[src/rtl/ysyx_25020047_lsu.sv]
// ysyx_25020047_lsu: multi-cycle load/store unit of the NPC core.
//
// Accepts one EXU access at a time (req_valid/req_ready). Then drives a word-wide memory bus
// (mem_req held until mem_ack) and returns one resp_valid pulse. For loads the response
// carries aligned, extended data. If mem_ack never comes, the access is aborted after
// TIMEOUT cycles and the response carries resp_err.
//
// Ports:
//   clk, rst_n               clock, synchronous active-low reset
//   req_valid/req_ready      EXU handshake; ready only while idle
//   req_wen/size/signed      access kind (size: 0 byte, 1 half, 2 word, 3 reserved)
//   req_addr/req_wdata       effective address, right-aligned store data
//   resp_valid/rdata/err     one-cycle completion pulse with load data / error flag
//   mem_req/we/addr          bus request (word address), held until mem_ack
//   mem_wdata/wmask          store data replicated into byte lanes, byte enables
//   mem_ack/mem_rdata        bus completion and read word
//
// Optional feature: define YSYX_25020047_LSU_ALIGN_CHECK_EN to reject misaligned half/word
// accesses and size 3 without touching the bus. The error response follows one cycle after
// accept.

module ysyx_25020047_lsu #(
   parameter int unsigned TIMEOUT = 255
) (
   input  logic        clk,
   input  logic        rst_n,
   input  logic        req_valid,
   output logic        req_ready,
   input  logic        req_wen,
   input  logic [1:0]  req_size,
   input  logic        req_signed,
   input  logic [31:0] req_addr,
   input  logic [31:0] req_wdata,
   output logic        resp_valid,
   output logic [31:0] resp_rdata,
   output logic        resp_err,
   output logic        mem_req,
   output logic        mem_we,
   output logic [31:0] mem_addr,
   output logic [31:0] mem_wdata,
   output logic [3:0]  mem_wmask,
   input  logic        mem_ack,
   input  logic [31:0] mem_rdata
);

   typedef enum logic [1:0] {StIdle, StBusy, StResp} state_e;

   localparam logic [9:0] TmoLast = 10'(TIMEOUT - 1);

   state_e     state_q;
   logic [9:0] tmo_cnt_q;
   logic       wen_q;
   logic       signed_q;
   logic [1:0] size_q;
   logic [1:0] off_q;

   // Lane placement of the incoming store; size 3 falls through to word.
   logic [3:0]  wmask_in;
   logic [31:0] wdata_in;
   always_comb begin
      wmask_in = 4'b1111;
      wdata_in = req_wdata;
      case (req_size)
         2'd0: begin
            wmask_in = 4'b0001 << req_addr[1:0];
            wdata_in = {4{req_wdata[7:0]}};
         end
         2'd1: begin
            wmask_in = 4'b0011 << {req_addr[1], 1'b0};
            wdata_in = {2{req_wdata[15:0]}};
         end
         default: ;
      endcase
   end

`ifdef YSYX_25020047_LSU_ALIGN_CHECK_EN
   logic misaligned;
   always_comb begin
      misaligned = (req_size == 2'd3) ||
                   ((req_size == 2'd1) && req_addr[0]) ||
                   ((req_size == 2'd2) && (req_addr[1:0] != 2'b00));
   end
`endif

   // Load alignment and extension from the latched request.
   logic [7:0]  ld_byte;
   logic [15:0] ld_half;
   logic [31:0] load_data;
   always_comb begin
      ld_byte = mem_rdata[7:0];
      case (off_q)
         2'd1:    ld_byte = mem_rdata[15:8];
         2'd2:    ld_byte = mem_rdata[23:16];
         2'd3:    ld_byte = mem_rdata[31:24];
         default: ld_byte = mem_rdata[7:0];
      endcase
      ld_half   = off_q[1] ? mem_rdata[31:16] : mem_rdata[15:0];
      load_data = mem_rdata;
      case (size_q)
         2'd0:    load_data = {{24{signed_q & ld_byte[7]}}, ld_byte};
         2'd1:    load_data = {{16{signed_q & ld_half[15]}}, ld_half};
         default: load_data = mem_rdata;
      endcase
   end

   always_ff @(posedge clk) begin
      if (!rst_n) begin
         state_q    <= StIdle;
         tmo_cnt_q  <= '0;
         wen_q      <= 1'b0;
         signed_q   <= 1'b0;
         size_q     <= 2'd0;
         off_q      <= 2'd0;
         req_ready  <= 1'b1;
         resp_valid <= 1'b0;
         resp_rdata <= '0;
         resp_err   <= 1'b0;
         mem_req    <= 1'b0;
         mem_we     <= 1'b0;
         mem_addr   <= '0;
         mem_wdata  <= '0;
         mem_wmask  <= '0;
      end else begin
         resp_valid <= 1'b0;
         unique case (state_q)
            StIdle: begin
               if (req_valid) begin
                  wen_q     <= req_wen;
                  signed_q  <= req_signed;
                  size_q    <= req_size;
                  off_q     <= req_addr[1:0];
                  tmo_cnt_q <= '0;
                  req_ready <= 1'b0;
                  mem_addr  <= {req_addr[31:2], 2'b00};
`ifdef YSYX_25020047_LSU_ALIGN_CHECK_EN
                  if (misaligned) begin
                     state_q    <= StResp;
                     resp_valid <= 1'b1;
                     resp_err   <= 1'b1;
                     resp_rdata <= '0;
                  end else begin
`else
                  begin
`endif
                     state_q   <= StBusy;
                     mem_req   <= 1'b1;
                     mem_we    <= req_wen;
                     mem_wmask <= req_wen ? wmask_in : 4'b0000;
                     mem_wdata <= req_wen ? wdata_in : 32'h0;
                  end
               end
            end
            StBusy: begin
               if (mem_ack) begin
                  state_q    <= StResp;
                  mem_req    <= 1'b0;
                  mem_we     <= 1'b0;
                  mem_wmask  <= '0;
                  resp_valid <= 1'b1;
                  resp_err   <= 1'b0;
                  resp_rdata <= wen_q ? 32'h0 : load_data;
               end else if (tmo_cnt_q == TmoLast) begin
                  // Ack in this same cycle would have won above.
                  state_q    <= StResp;
                  mem_req    <= 1'b0;
                  mem_we     <= 1'b0;
                  mem_wmask  <= '0;
                  resp_valid <= 1'b1;
                  resp_err   <= 1'b1;
                  resp_rdata <= '0;
               end else begin
                  tmo_cnt_q <= tmo_cnt_q + 10'd1;
               end
            end
            StResp: begin
               state_q   <= StIdle;
               req_ready <= 1'b1;
            end
            default: begin
               state_q   <= StIdle;
               req_ready <= 1'b1;
            end
         endcase
      end
   end

endmodule

[config.mk]
export PLATFORM = sky130hd
export DESIGN_NAME = ysyx_25020047_lsu
export DESIGN_NICKNAME = d
export VERILOG_FILES = /design/src/rtl/ysyx_25020047_lsu.sv
export SDC_FILE = /design/constraint.sdc
export NUM_CORES = 1
export LEC_CHECK = 0
export CAP_MARGIN = 20
export CORE_MARGIN = 3
export CORE_UTILIZATION = 40
export CTS_BUF_LIST = sky130_fd_sc_hd__clkbuf_8
export CTS_CLUSTER_SIZE = 40
export DETAILED_ROUTE_END_ITERATION = 10
export PLACE_DENSITY = 0.78
export SLEW_MARGIN = 20
export SYNTH_ARGS = -nofsm -noshare
export SYNTH_HDL_FRONTEND = slang
export SYNTH_SLANG_ARGS = --single-unit
export TNS_END_PERCENT = 1
[constraint.sdc]
create_clock -name clk -period 1.77 [get_ports clk]
set_input_delay 0.531 -clock clk [delete_from_list [all_inputs] [get_ports clk]]
set_output_delay 0.531 -clock clk [all_outputs]
set_load 0.02 [all_outputs]
==> summary.txt, run 1 <==
Global route
  • Largest net degree at the start of global routing: 38
  • Vias in the first global route: 5264
  • Antenna violations before repair: 0
  • Total congestion overflow: 0
  • First-pass GRT wire length: about 27 mm
  • Gr usage total: between 20% and 30%

Min path
  • Worst hold path depth: 2
  • Hold WC Path Type: flop to flop

Cells and area
  • Final Cell Area: 8063 µm²
  • Layout cells sized above 1: 13.12%
  • Most frequent cells in the layout: dfxtp_1, nand2_1, dlygate4sd2_1
  • Most common cell after layout, fill and taps aside: dfxtp_1
  • Layout Nets: roughly 900
  • Area Growth Syn to Fin: 54.02%
  • Diode count: 0

Clock network
  • CTS Buf Count: 17
  • Clk sinks: 121
  • Post-CTS Setup Bufs: 0
  • Longest Clk Path Bufs: 2
  • CTS clk-pin slew, worst paths: approximately 0.060 ns
  • Number of H-tree levels: 4
  • Hold-fix buffers at CTS: 0
  • Root buffer cell: clkbuf_8
  • CTS tree: built
  • Clock Latency Late Sink: 0.44 ns

Timing
  • RSZ-0062 raised after global routing: yes
  • Fmax: 548.4 MHz
  • Max Slew Vio Count: 0
  • Final Cycle Share: 103.0%
  • Final setup violating endpoints: 16
  • Final worst setup slack: -0.05333 ns
  • Setup Skew: around 0.0085 ns
  • Tmin final: 1.823 ns
  • Hold Vio Cnt, Final: 0

Detailed routing
  • Drt wl/cell: 16.77 µm
  • TritonRoute pass-1 iters: 5
  • Vias: roughly 5300
  • Routed Antenna Nets: 0
  • Total length of routed wires: 16.82 mm
  • DRC Markers: 0
  • 1st-iter DRT viols: between 300 and 400
  • Via density: 5.254

Critical path
  • Critical Path Stages: 5
  • CP max stage cell: mux4_2
  • Crit path capture type: flop
  • Worst Reg-to-Reg Cells: 8
  • CP peak stage delay: a little over 0.5 ns
  • CP cell instances: clkdlybuf4s50_1 > mux4_2 > a31oi_4 > o21ai_1 > a32o_2
  • Critical Path Start Type: input port
  • Crit path required time: 2.10 ns
  • Crit-path leading delay family: compound AO/OA/AOI/OAI gates
  • Setup CP Type: input port to flop
  • Worst-path fanout max: 8
  • CP arrival: approximately 2.2 ns
  • WP buf/inv: 1

Run status
  • Failing checks: negative setup slack
  • Outcome: complete, but fails checks

Logic synthesis
  • Sequential area share after synthesis: 46.27%
  • Syn_area_per_cell: 8.979 µm²
  • Ys Warns: 0
  • FFs w/ async S/R, synth: 0%
  • Top cell type's share of synthesized area: 46.27%
  • Post-synth EDFFs: 0
  • Area leader, netlist: dfxtp_1
  • Synth top area cells: dfxtp_1, nand2_1, mux2i_1, a21oi_1, o21ai_0
  • Synth Instances: 583
  • Synth unique cells: 57
  • Mapped cell area: between 5000 and 6000 µm²
  • Top FF cell, synth: dfxtp_1
  • Synthesized flop and latch total: 121

Floorplan
  • Die X: 120.4 µm
  • Die height: 120.4 µm
  • Die area: 14500 µm²
  • Row cnt: 41
  • Num ports: approximately 210
  • Core area: between 10000 and 15000 µm²
  • Initial core utilization: 41.15%

Pwr
  • Leak: 3.583 nW
  • Peak supply drop: ~0.60 mV
  • Power density cells: approximately 830 nW/µm²

Place
  • RePlAce Congestion: 0.9294
  • Post-DP HPWL: ~13 mm
  • DP Area: roughly 7800 µm²
  • Buffers added on ports: 206
  • Pre-CTS setup slack: -0.6539 ns

Run
  • Max cap viols: 0
-- state kept, by name, summed over array words and instances, names as in the netlist --
signal,cells
req_ready,1
resp_err,1
size_q,2
resp_rdata,32
mem_we,1
off_q,2
mem_wdata,32
wen_q,1
mem_req,1
state_q,2
mem_addr,30
tmo_cnt_q,10
signed_q,1
mem_wmask,4
resp_valid,1
-- per-stage QoR --
step | setup TNS [ns] | power, mW | cells | utilization (%) | hold WS, ns
floorplan | -0.3812 | 3.529 | 584 | - | 0.4475
global placement | -29.61 | 4.183 | 971 | 60.99 | 0.4323
detailed placement | -35.85 | 4.208 | 971 | 60.99 | 0.4455
CTS | -0.4129 | 6.764 | 1003 | 63.33 | 0.4535
global route | -2.633 | 6.997 | 1003 | 63.38 | 0.4766
finish | -0.4416 | 6.690 | 1003 | 63.38 | 0.4535
-- metal layers --
layer	global-route usage [%]	wire length (µm)	vias up
met5	0	0	-
met3	10.01	1532	23
met4	7.507	314	0
met1	27.09	6998	2485
met2	37.58	7978	229
li1	-	-	2533
-- where the power goes --
group	internal, mW	switching, mW	total (mW)
Sequential	2.84	0.0727	2.92
Clock	1.56	1.05	2.61
Combinational	0.562	0.598	1.16
-- worst register-to-register path: stages, from the launching register on --
cell,delay [ns]
dfxtp_2,0.33
inv_2,0.05
ha_1,0.14
or3b_4,0.40
buf_4,0.16
o211ai_1,0.27
buf_4,0.18
o31ai_1,0.07
a21oi_1,0.15
-- cell type report --
class / count / area, µm²
inverters: 7 / 26.28
repair buffers: 256 / 2381
clock buffers: 22 / 302.8
clock inverters: 10 / 122.6
fillers: 1144 / 4659
well taps: 172 / 215.2
multi-input cells: 415 / 2591
flip-flops and latches: 121 / 2424
-- what timing repair did --
item,in CTS,in global routing
pin swaps,9,3
gates cloned,0,0
gates resized for setup,111,2
endpoints found under the setup margin,139,39
hold endpoints to repair,0,0
-- final timing paths --
kind,from,slack (ns),endpoint
max reg2reg,tmo_cnt_q[0],-0.04,tmo_cnt_q[9]
min,mem_addr[11],0.45,mem_addr[11]
max,mem_rdata[7],-0.05,resp_rdata[14]
min reg2reg,mem_addr[11],0.45,mem_addr[11]
-- cells in the mapped netlist (all sizes together), types with 6 or more instances --
master / count
mux2i: 34
nor2: 21
clkbuf: 19
o2bb2ai: 7
a21oi: 57
nand2: 110
a32o: 8
a211o: 7
or3: 9
dfxtp: 121
o21ai: 45
or2b: 10
a22o: 26
and3b: 7
nand2b: 19
inv: 6
buf: 22
-- cells by family after synthesis --
logic type	count (synthesis)	synth area share, %
other	1	0.07163
buffers and inverters	48	4.613
adder cells (fa/ha/maj)	2	0.4779
AO/OA/AOI/OAI	168	20.94
XOR/XNOR	2	0.3347
flip-flops	121	46.27
multiplexers	36	7.146
AND/OR/NAND/NOR	205	20.15
Power figures use the tool's default switching activity.
==> run 2: changes to the inputs <==
--- a/config.mk
+++ b/config.mk
@@ -5,13 +5,16 @@
 export SDC_FILE = /design/constraint.sdc
 export NUM_CORES = 1
 export LEC_CHECK = 0
+export ABC_AREA = 1
 export CAP_MARGIN = 20
 export CORE_MARGIN = 3
 export CORE_UTILIZATION = 40
 export CTS_BUF_LIST = sky130_fd_sc_hd__clkbuf_8
 export CTS_CLUSTER_SIZE = 40
 export DETAILED_ROUTE_END_ITERATION = 10
-export PLACE_DENSITY = 0.78
+export GPL_TIMING_DRIVEN = 0
+export PLACE_DENSITY = 0.76
+export SETUP_SLACK_MARGIN = 0.5
 export SLEW_MARGIN = 20
 export SYNTH_ARGS = -nofsm -noshare
 export SYNTH_HDL_FRONTEND = slang
==> run 2 against run 1 <==
Net effect: the run now ends clean; sequential share of layout area shrank 0.067 points; cell count grew 18%; global-route usage shrank 0.68 points; register-to-register slack gained 0.25 ns; largest power group unchanged; wire length grew 6.3%; setup slack gained 0.26 ns; final area grew 0.33%; maximum frequency grew 17%; largest cell class unchanged; critical endpoint is now resp_rdata[3].
==> summary.txt, run 2 <==
Run status
  • Outcome: finished clean

Clock network
  • Number of H-tree levels: 4 (unchanged)
  • Clock Latency Late Sink: 0.44 ns (about the same)
  • CTS Buf Count: 17 (unchanged)
  • Clk sinks: 121 (unchanged)
  • Root buffer cell: clkbuf_8
  • CTS clk-pin slew, worst paths: 0.07 ns (about the same)
  • CTS tree: built
  • Longest Clk Path Bufs: 2 (unchanged)

Timing
  • Final Cycle Share: 88.21% (-15 points)
  • Tightest Pin Transition: about 0.7 ns
  • Tmin final: 1.561 ns (-0.2621 ns)
  • RSZ-0062 raised after global routing: yes
  • Hold Worst Slack: 0.4480 ns (-0.005451 ns)
  • Max Slew Vio Count: 0 (unchanged)
  • Setup Skew: 0.01002 ns (+0.001523 ns)
  • Max-slew headroom: 54.50%
  • Fmax: 640.5 MHz (+17%)
  • Final setup violating endpoints: 0 (-16)
  • Hold Vio Cnt, Final: 0 (unchanged)

Critical path
  • Critical Path Start Type: flop
  • Crit-path leading delay family: simple AND/OR/NAND/NOR gates
  • Worst Reg-to-Reg Cells: 11 (+3)
  • Worst Setup SP: tmo_cnt_q[0]
  • CP max stage cell: dfxtp_2
  • CP cell instances: buf_8 > inv_6 > ha_4 > inv_2 > nor2_4 > nand3_4 > nand2_4 > nand2_8 > clkbuf_16 > nand2_1 > a21oi_1
  • R2R Path Start: tmo_cnt_q[0]
  • Crit path capture type: flop
  • Critical Path Stages: 11 (+6)
  • CP peak stage delay: 0.33 ns (-0.18 ns)
  • Worst-path fanout max: 8 (unchanged)
  • Setup CP Type: flop to flop
  • Crit path required time: 2.08 ns (-0.02 ns)
  • CP arrival: 1.87 ns (-0.28 ns)
  • WP buf/inv: 4 (+3)

Floorplan
  • Die area: 15610 µm² (+7.6%)
  • Die X: 124.9 µm (+3.8%)
  • Initial core utilization: 41.72% (+0.57 points)
  • Core area: 13560 µm² (+6.6%)
  • Row cnt: 42 (+2.4%)
  • Num ports: 209 (unchanged)
  • Die height: 124.9 µm (+3.8%)

Detailed routing
  • DRC Markers: 0 (unchanged)
  • Drt wl/cell: 15.05 µm (-10%)
  • 1st-iter DRT viols: 421 (+7.4%)
  • TritonRoute pass-1 iters: 6 (+1)
  • Total length of routed wires: 17.88 mm (+6.3%)
  • Routed Antenna Nets: 0 (unchanged)
  • Via density: 4.903 (-6.7%)
  • Vias: 5825 (+11%)

Cells and area
  • Diode count: 0 (unchanged)
  • Most frequent cells in the layout: nand2_1, dfxtp_1, buf_2
  • Most common cell after layout, fill and taps aside: nand2_1
  • Layout cells sized above 1: 25.89% (+13 points)
  • # fillers: 1322 (+16%)
  • Biggest regs: mem_wdata: 32 flops, resp_rdata: 32 flops, mem_addr: 30 flops
  • Layout Nets: 1108 (+20%)
  • Area Growth Syn to Fin: 43.00%

Global route
  • Antenna violations before repair: 0 (unchanged)
  • Gr usage total: 22.30% (-0.68 points)
  • Vias in the first global route: 5492 (+4.3%)
  • Total congestion overflow: 0 (unchanged)
  • Largest net degree at the start of global routing: 17 (-55%)
  • First-pass GRT wire length: 28.12 mm (+5.5%)

Logic synthesis
  • Synth unique cells: 39 (-32%)
  • Top cell type's share of synthesized area: 42.82% (-3.4 points)
  • Post-synth EDFFs: 0 (unchanged)
  • Area leader, netlist: dfxtp_1
  • Top FF cell, synth: dfxtp_1
  • Mapped cell area: 5657 µm² (+8.1%)
  • Syn_area_per_cell: 7.385 µm² (-18%)
  • Ys Warns: 0 (unchanged)
  • Sequential area share after synthesis: 42.82% (-3.4 points)
  • Post-synth top cells: nand2_1, dfxtp_1, nor2_1
  • FFs w/ async S/R, synth: 0% (unchanged)
  • Synth top area cells: dfxtp_1, nand2_1, nor2_1, o21ai_0, a21oi_1
  • Count leader, synth: nand2_1
  • Synth Instances: 766 (+31%)
  • Synthesized flop and latch total: 121 (unchanged)

Place
  • RePlAce Congestion: 0.8498 (-8.6%)
  • Buffers added on ports: 205 (-0.49%)
  • Post-DP HPWL: 13.22 mm (+4.9%)

Min path
  • Worst hold path depth: 2 (unchanged)
  • Hold Path Origin: wen_q
  • Hold WC Path Type: flop to flop

Pwr
  • Power density cells: 885.2 nW/µm² (+6.7%)
  • Peak supply drop: 0.4950 mV (-17%)
  • Tot Pwr: 7.160 mW (+7.0%)
  • Leak: 3.616 nW (+0.91%)

Run
  • Max cap viols: 0 (unchanged)
==> run 2: cell types whose count changed in the layout (fill, tap and decap cells not counted), moves of 18 or more <==
cell,before,now
buf_2,0,111
dlygate4sd2_1,105,0
nor2_1,18,109
nand2_1,110,176
inv_1,7,47
mux2i_1,34,0
buf_4,44,16
o21ai_0,42,69
nand3_1,5,30
a22o_1,23,0
a21oi_2,0,22
o21ai_1,3,23
nand2_2,0,19
nand2b_1,18,0
==> run 2: logic make-up after synthesis <==
kind of cell	after synthesis	share of synthesized area, %
buf+inv	100	9.025
other cells	1	0.06629
xor+xnor	2	0.3097
flops	121	42.82
compound gates	179	18.76
fa+ha+maj	2	0.4423
simple gates	361	28.58
==> run 2: cell type report <==
type	instances	area (µm²)	share of cell area (%)
tap	176	220.2	2.722
clock buffer	21	289.0	3.573
clock inverter	8	143.9	1.779
inverter	58	235.2	2.908
multi-input combinational	546	2788	34.46
timing repair buffer	216	1680	20.77
sequential	121	2426	29.99
buffer	42	306.5	3.790
==> run 2: path summary, 6_finish.rpt <==
check                           slack (ns)       endpoint
worst max-delay path                  0.21  resp_rdata[3]
worst min-delay path                  0.45          wen_q
worst max register to register        0.21  resp_rdata[3]
worst min register to register        0.45          wen_q
==> run 2: what timing repair did <==
action                     4_1_cts  5_1_grt
setup endpoints to repair      221      224
hold endpoints to repair         0        0
buffers inserted                 6        3
gates resized for setup        419       16
cloned                           0        2
hold buffers                     0        0
pin swaps                        2        2
==> run 2: tightest hold or removal path, stage by stage, from the launching register on <==
cell	delay, ns
dfxtp_1	0.31
nand2_1	0.06
nand2_1	0.04
==> run 2: routing by layer <==
layer,up-vias,track usage (%),part of all wire [%]
met5,-,0,0
met4,0,7.334,1.4
met3,26,8.705,9.4
met2,250,35.78,47
met1,2597,27.60,42
li1,2952,-,-
==> run 2: per-stage QoR <==
step / TNS (ns) / utilization (%) / instance area (µm²) / instances / worst slack [ns]
6_report: 0 / 59.66 / 8089 / 1188 / 0.2088
5_1_grt: 0 / 59.66 / 8089 / 1188 / 0.1640
4_1_cts: 0 / 58.73 / 7963 / 1183 / 0.2234
3_5_place_dp: -14.79 / 58.80 / 7973 / 1148 / -0.4052
2_1_floorplan: 0 / - / 5700 / 767 / 0.3726
3_3_place_gp: -13.40 / 58.80 / 7973 / 1148 / -0.3823
==> run 2: report_power, final <==
part / switching [mW] / total [mW] / internal (mW)
Combinational: 0.862 / 1.47 / 0.612
Sequential: 0.0790 / 2.96 / 2.88
Clock: 1.07 / 2.73 / 1.66
Total: 2.02 / 7.16 / 5.14
==> run 3: changes to the inputs <==
--- a/config.mk
+++ b/config.mk
@@ -8,12 +8,12 @@
 export ABC_AREA = 1
 export CAP_MARGIN = 20
 export CORE_MARGIN = 3
-export CORE_UTILIZATION = 40
+export CORE_UTILIZATION = 42
 export CTS_BUF_LIST = sky130_fd_sc_hd__clkbuf_8
 export CTS_CLUSTER_SIZE = 40
 export DETAILED_ROUTE_END_ITERATION = 10
 export GPL_TIMING_DRIVEN = 0
-export PLACE_DENSITY = 0.76
+export PLACE_DENSITY = 0.79
 export SETUP_SLACK_MARGIN = 0.5
 export SLEW_MARGIN = 20
 export SYNTH_ARGS = -nofsm -noshare
==> constraint.sdc (replaced) <==
create_clock -name clk -period 1.4 [get_ports clk]
set_input_delay 0.42 -clock clk [delete_from_list [all_inputs] [get_ports clk]]
set_output_delay 0.42 -clock clk [all_outputs]
set_load 0.02 [all_outputs]
==> run 3 against run 2 <==
Net effect: the run now ends with negative setup slack left; via count is 2.8% higher; cell count is 0.25% higher; maximum frequency up 5.2%; sequential power increased by 28%; flip-flop and latch count stayed put; non-clock buffer count up 3; highest routed layer unchanged.
==> summary.txt, run 3 (same netlist as run 2, synthesis figures left out) <==
Cells and area
  • Most frequent cells in the layout: nand2_1, nor2_1, clkdlybuf4s50_1
  • Most common cell after layout, fill and taps aside: nand2_1
  • Biggest regs: mem_wdata: 32 flops, resp_rdata: 32 flops, mem_addr: 30 flops
  • Area Growth Syn to Fin: 58.08%
  • Layout Nets: 1112 (+0.36%)
  • Diode count: 0 (unchanged)
  • Layout cells sized above 1: 36.31% (+10 points)
  • Final Cell Area: 8942 µm² (+11%)

Clock network
  • Clk sinks: 121 (unchanged)
  • CTS clk-pin slew, worst paths: 0.07 ns (about the same)
  • Longest Clk Path Bufs: 2 (unchanged)
  • CTS Buf Count: 17 (unchanged)
  • Root buffer cell: clkbuf_8
  • CTS tree: built
  • Number of H-tree levels: 4 (unchanged)
  • Clock Latency Late Sink: 0.43 ns (about the same)
  • Hold-fix buffers at CTS: 0 (unchanged)

Place
  • RePlAce Congestion: 0.9086 (+6.9%)
  • Post-DP HPWL: 13.07 mm (-1.1%)
  • DP Area: 7966 µm² (about the same)
  • Pre-CTS setup slack: -0.5870 ns (-0.1818 ns)
  • Buffers added on ports: 205 (unchanged)

Global route
  • Total congestion overflow: 0 (unchanged)
  • Antenna violations before repair: 0 (unchanged)
  • Largest net degree at the start of global routing: 17 (unchanged)
  • Gr usage total: 24.38% (+2.1 points)
  • Vias in the first global route: 5518 (+0.47%)
  • First-pass GRT wire length: 28.45 mm (+1.2%)

Run status
  • Failing checks: negative setup slack
  • Outcome: complete, but fails checks

Critical path
  • R2R Path Start: tmo_cnt_q[0]
  • Crit path required time: 1.69 ns (-0.39 ns)
  • Worst Setup SP: tmo_cnt_q[0]
  • Crit path capture type: flop
  • Critical Path Start Type: flop
  • R2R setup slack: -0.08 ns (-0.29 ns)
  • CP arrival: 1.78 ns (-0.09 ns)
  • Setup CP Type: flop to flop
  • Worst Reg-to-Reg Cells: 11 (unchanged)
  • R2r endpoint: resp_rdata[23]
  • Worst-path fanout max: 10 (+2)
  • Worst Setup EP: resp_rdata[23]

Floorplan
  • Die area: 14900 µm² (-4.5%)
  • Die X: 122.1 µm (-2.3%)
  • Core area: 12880 µm² (-5.0%)
  • Num ports: 209 (unchanged)
  • Initial core utilization: 43.93% (+2.2 points)
  • Die height: 122.1 µm (-2.3%)
  • Row cnt: 41 (-2.4%)

Run
  • Max cap viols: 0 (unchanged)

Pwr
  • Peak supply drop: 0.7532 mV (+52%)
  • Tot Pwr: 9.103 mW (+27%)
  • Leak: 3.759 nW (+4.0%)
  • Power density cells: 1018 nW/µm² (+15%)

Timing
  • Tmin final: 1.484 ns (-0.07771 ns)
  • Fmax: 674.1 MHz (+5.2%)
  • Hold Vio Cnt, Final: 0 (unchanged)
  • Final Cycle Share: 106.0% (+18 points)
  • Final setup violating endpoints: 44 (+44)
  • RSZ-0062 raised after global routing: yes
  • Max-slew headroom: 58.13% (+3.6 points)
  • Final worst setup slack: -0.08353 ns (-0.2923 ns)
  • Setup Skew: 0.008158 ns (-0.001858 ns)
  • Tightest Pin Transition: 0.6280 ns (-0.05449 ns)
  • Max Slew Vio Count: 0 (unchanged)
  • Setup TNS: -2.263 ns (-2.263 ns)

Min path
  • Hold WC Path Type: input port to flop

Detailed routing
  • Uppermost layer routed: met4
  • Routed Antenna Nets: 0 (unchanged)
  • Vias: 5987 (+2.8%)
  • DRC Markers: 0 (unchanged)
  • Drt wl/cell: 15.35 µm (+2.0%)
  • Total length of routed wires: 18.29 mm (+2.3%)
  • WL met2: 8.924 mm (+5.9%)
  • Via density: 5.027 (+2.5%)
  • 1st-iter DRT viols: 414 (-1.7%)
  • Metal-1 WL: 7.434 mm (-1.1%)
  • Routed met3 length: 1.548 mm (-7.8%)
  • TritonRoute pass-1 iters: 6 (unchanged)
run 3: cell types whose count changed in the layout (fill, tap and decap cells not counted), sizes merged:
cell / change
clkdlybuf4s50: +1
clkbuf: -2
inv: -2
buf: +4
dlymetal6s2s: -1
clkinv: +4
nand2: +1
bufinv: -2
clkinvlp: +4
run 3: critical path, stage by stage (launching register included):
cell      delay, ns
dfxtp_2        0.33
buf_8          0.12
clkinv_4       0.04
ha_4           0.11
inv_2          0.04
nor2_4         0.11
nand3_4        0.10
nand2_4        0.11
nand2_8        0.09
buf_6          0.16
nand2_2        0.07
a21oi_2        0.04
run 3: timing repair:
action,4_1_cts,5_1_grt
pin swaps,10,17
gates cloned,2,0
setup endpoints to repair,224,224
buffers inserted,8,5
gates resized for setup,664,124
run 3: layer usage:
| layer | global-route usage [%] | vias up |
|---|---|---|
| met5 | 0 | - |
| met4 | 8.188 | 0 |
| met3 | 8.589 | 35 |
| met2 | 40.23 | 251 |
| met1 | 29.65 | 2727 |
| li1 | - | 2974 |
run 3: stage by stage:
| step | cells | util, % | hold WS (ns) |
|---|---|---|---|
| 2_1_floorplan | 767 | - | 0.4188 |
| 3_3_place_gp | 1144 | 61.87 | 0.4375 |
| 5_1_grt | 1191 | 69.45 | 0.3651 |
| 3_5_place_dp | 1144 | 61.87 | 0.4474 |
| 4_1_cts | 1186 | 66.90 | 0.3643 |
| 6_report | 1191 | 69.45 | 0.3674 |
run 3: area by class of cell:
| type | count | area [µm²] |
|---|---|---|
| Timing Repair Buffer | 219 | 2270 |
| Clock inverter | 12 | 123.9 |
| Multi-Input combinational cell | 547 | 2912 |
| Clock buffer | 20 | 275.3 |
| Sequential cell | 121 | 2536 |
| Tap cell | 172 | 215.2 |
| Inverter | 58 | 245.2 |
| Fill cell | 1053 | 3934 |
| Buffer | 42 | 365.4 |
run 3: worst min-delay path by stage:
stage                   from             to  depth (start not counted)  slack, ns
2_1_floorplan          wen_q          wen_q                          2       0.42
3_3_place_gp   mem_wdata[13]  mem_wdata[13]                          2       0.44
3_5_place_dp   mem_wdata[13]  mem_wdata[13]                          2       0.45
4_1_cts                rst_n       off_q[1]                          3       0.36
5_1_grt                rst_n       off_q[1]                          3       0.37
6_report               rst_n       off_q[1]                          3       0.37
run 3: where the power goes:
part	switching (mW)	internal, mW
combinational	1.14	1.01
sequential	0.142	3.66
clock	1.44	1.71
total	2.72	6.38
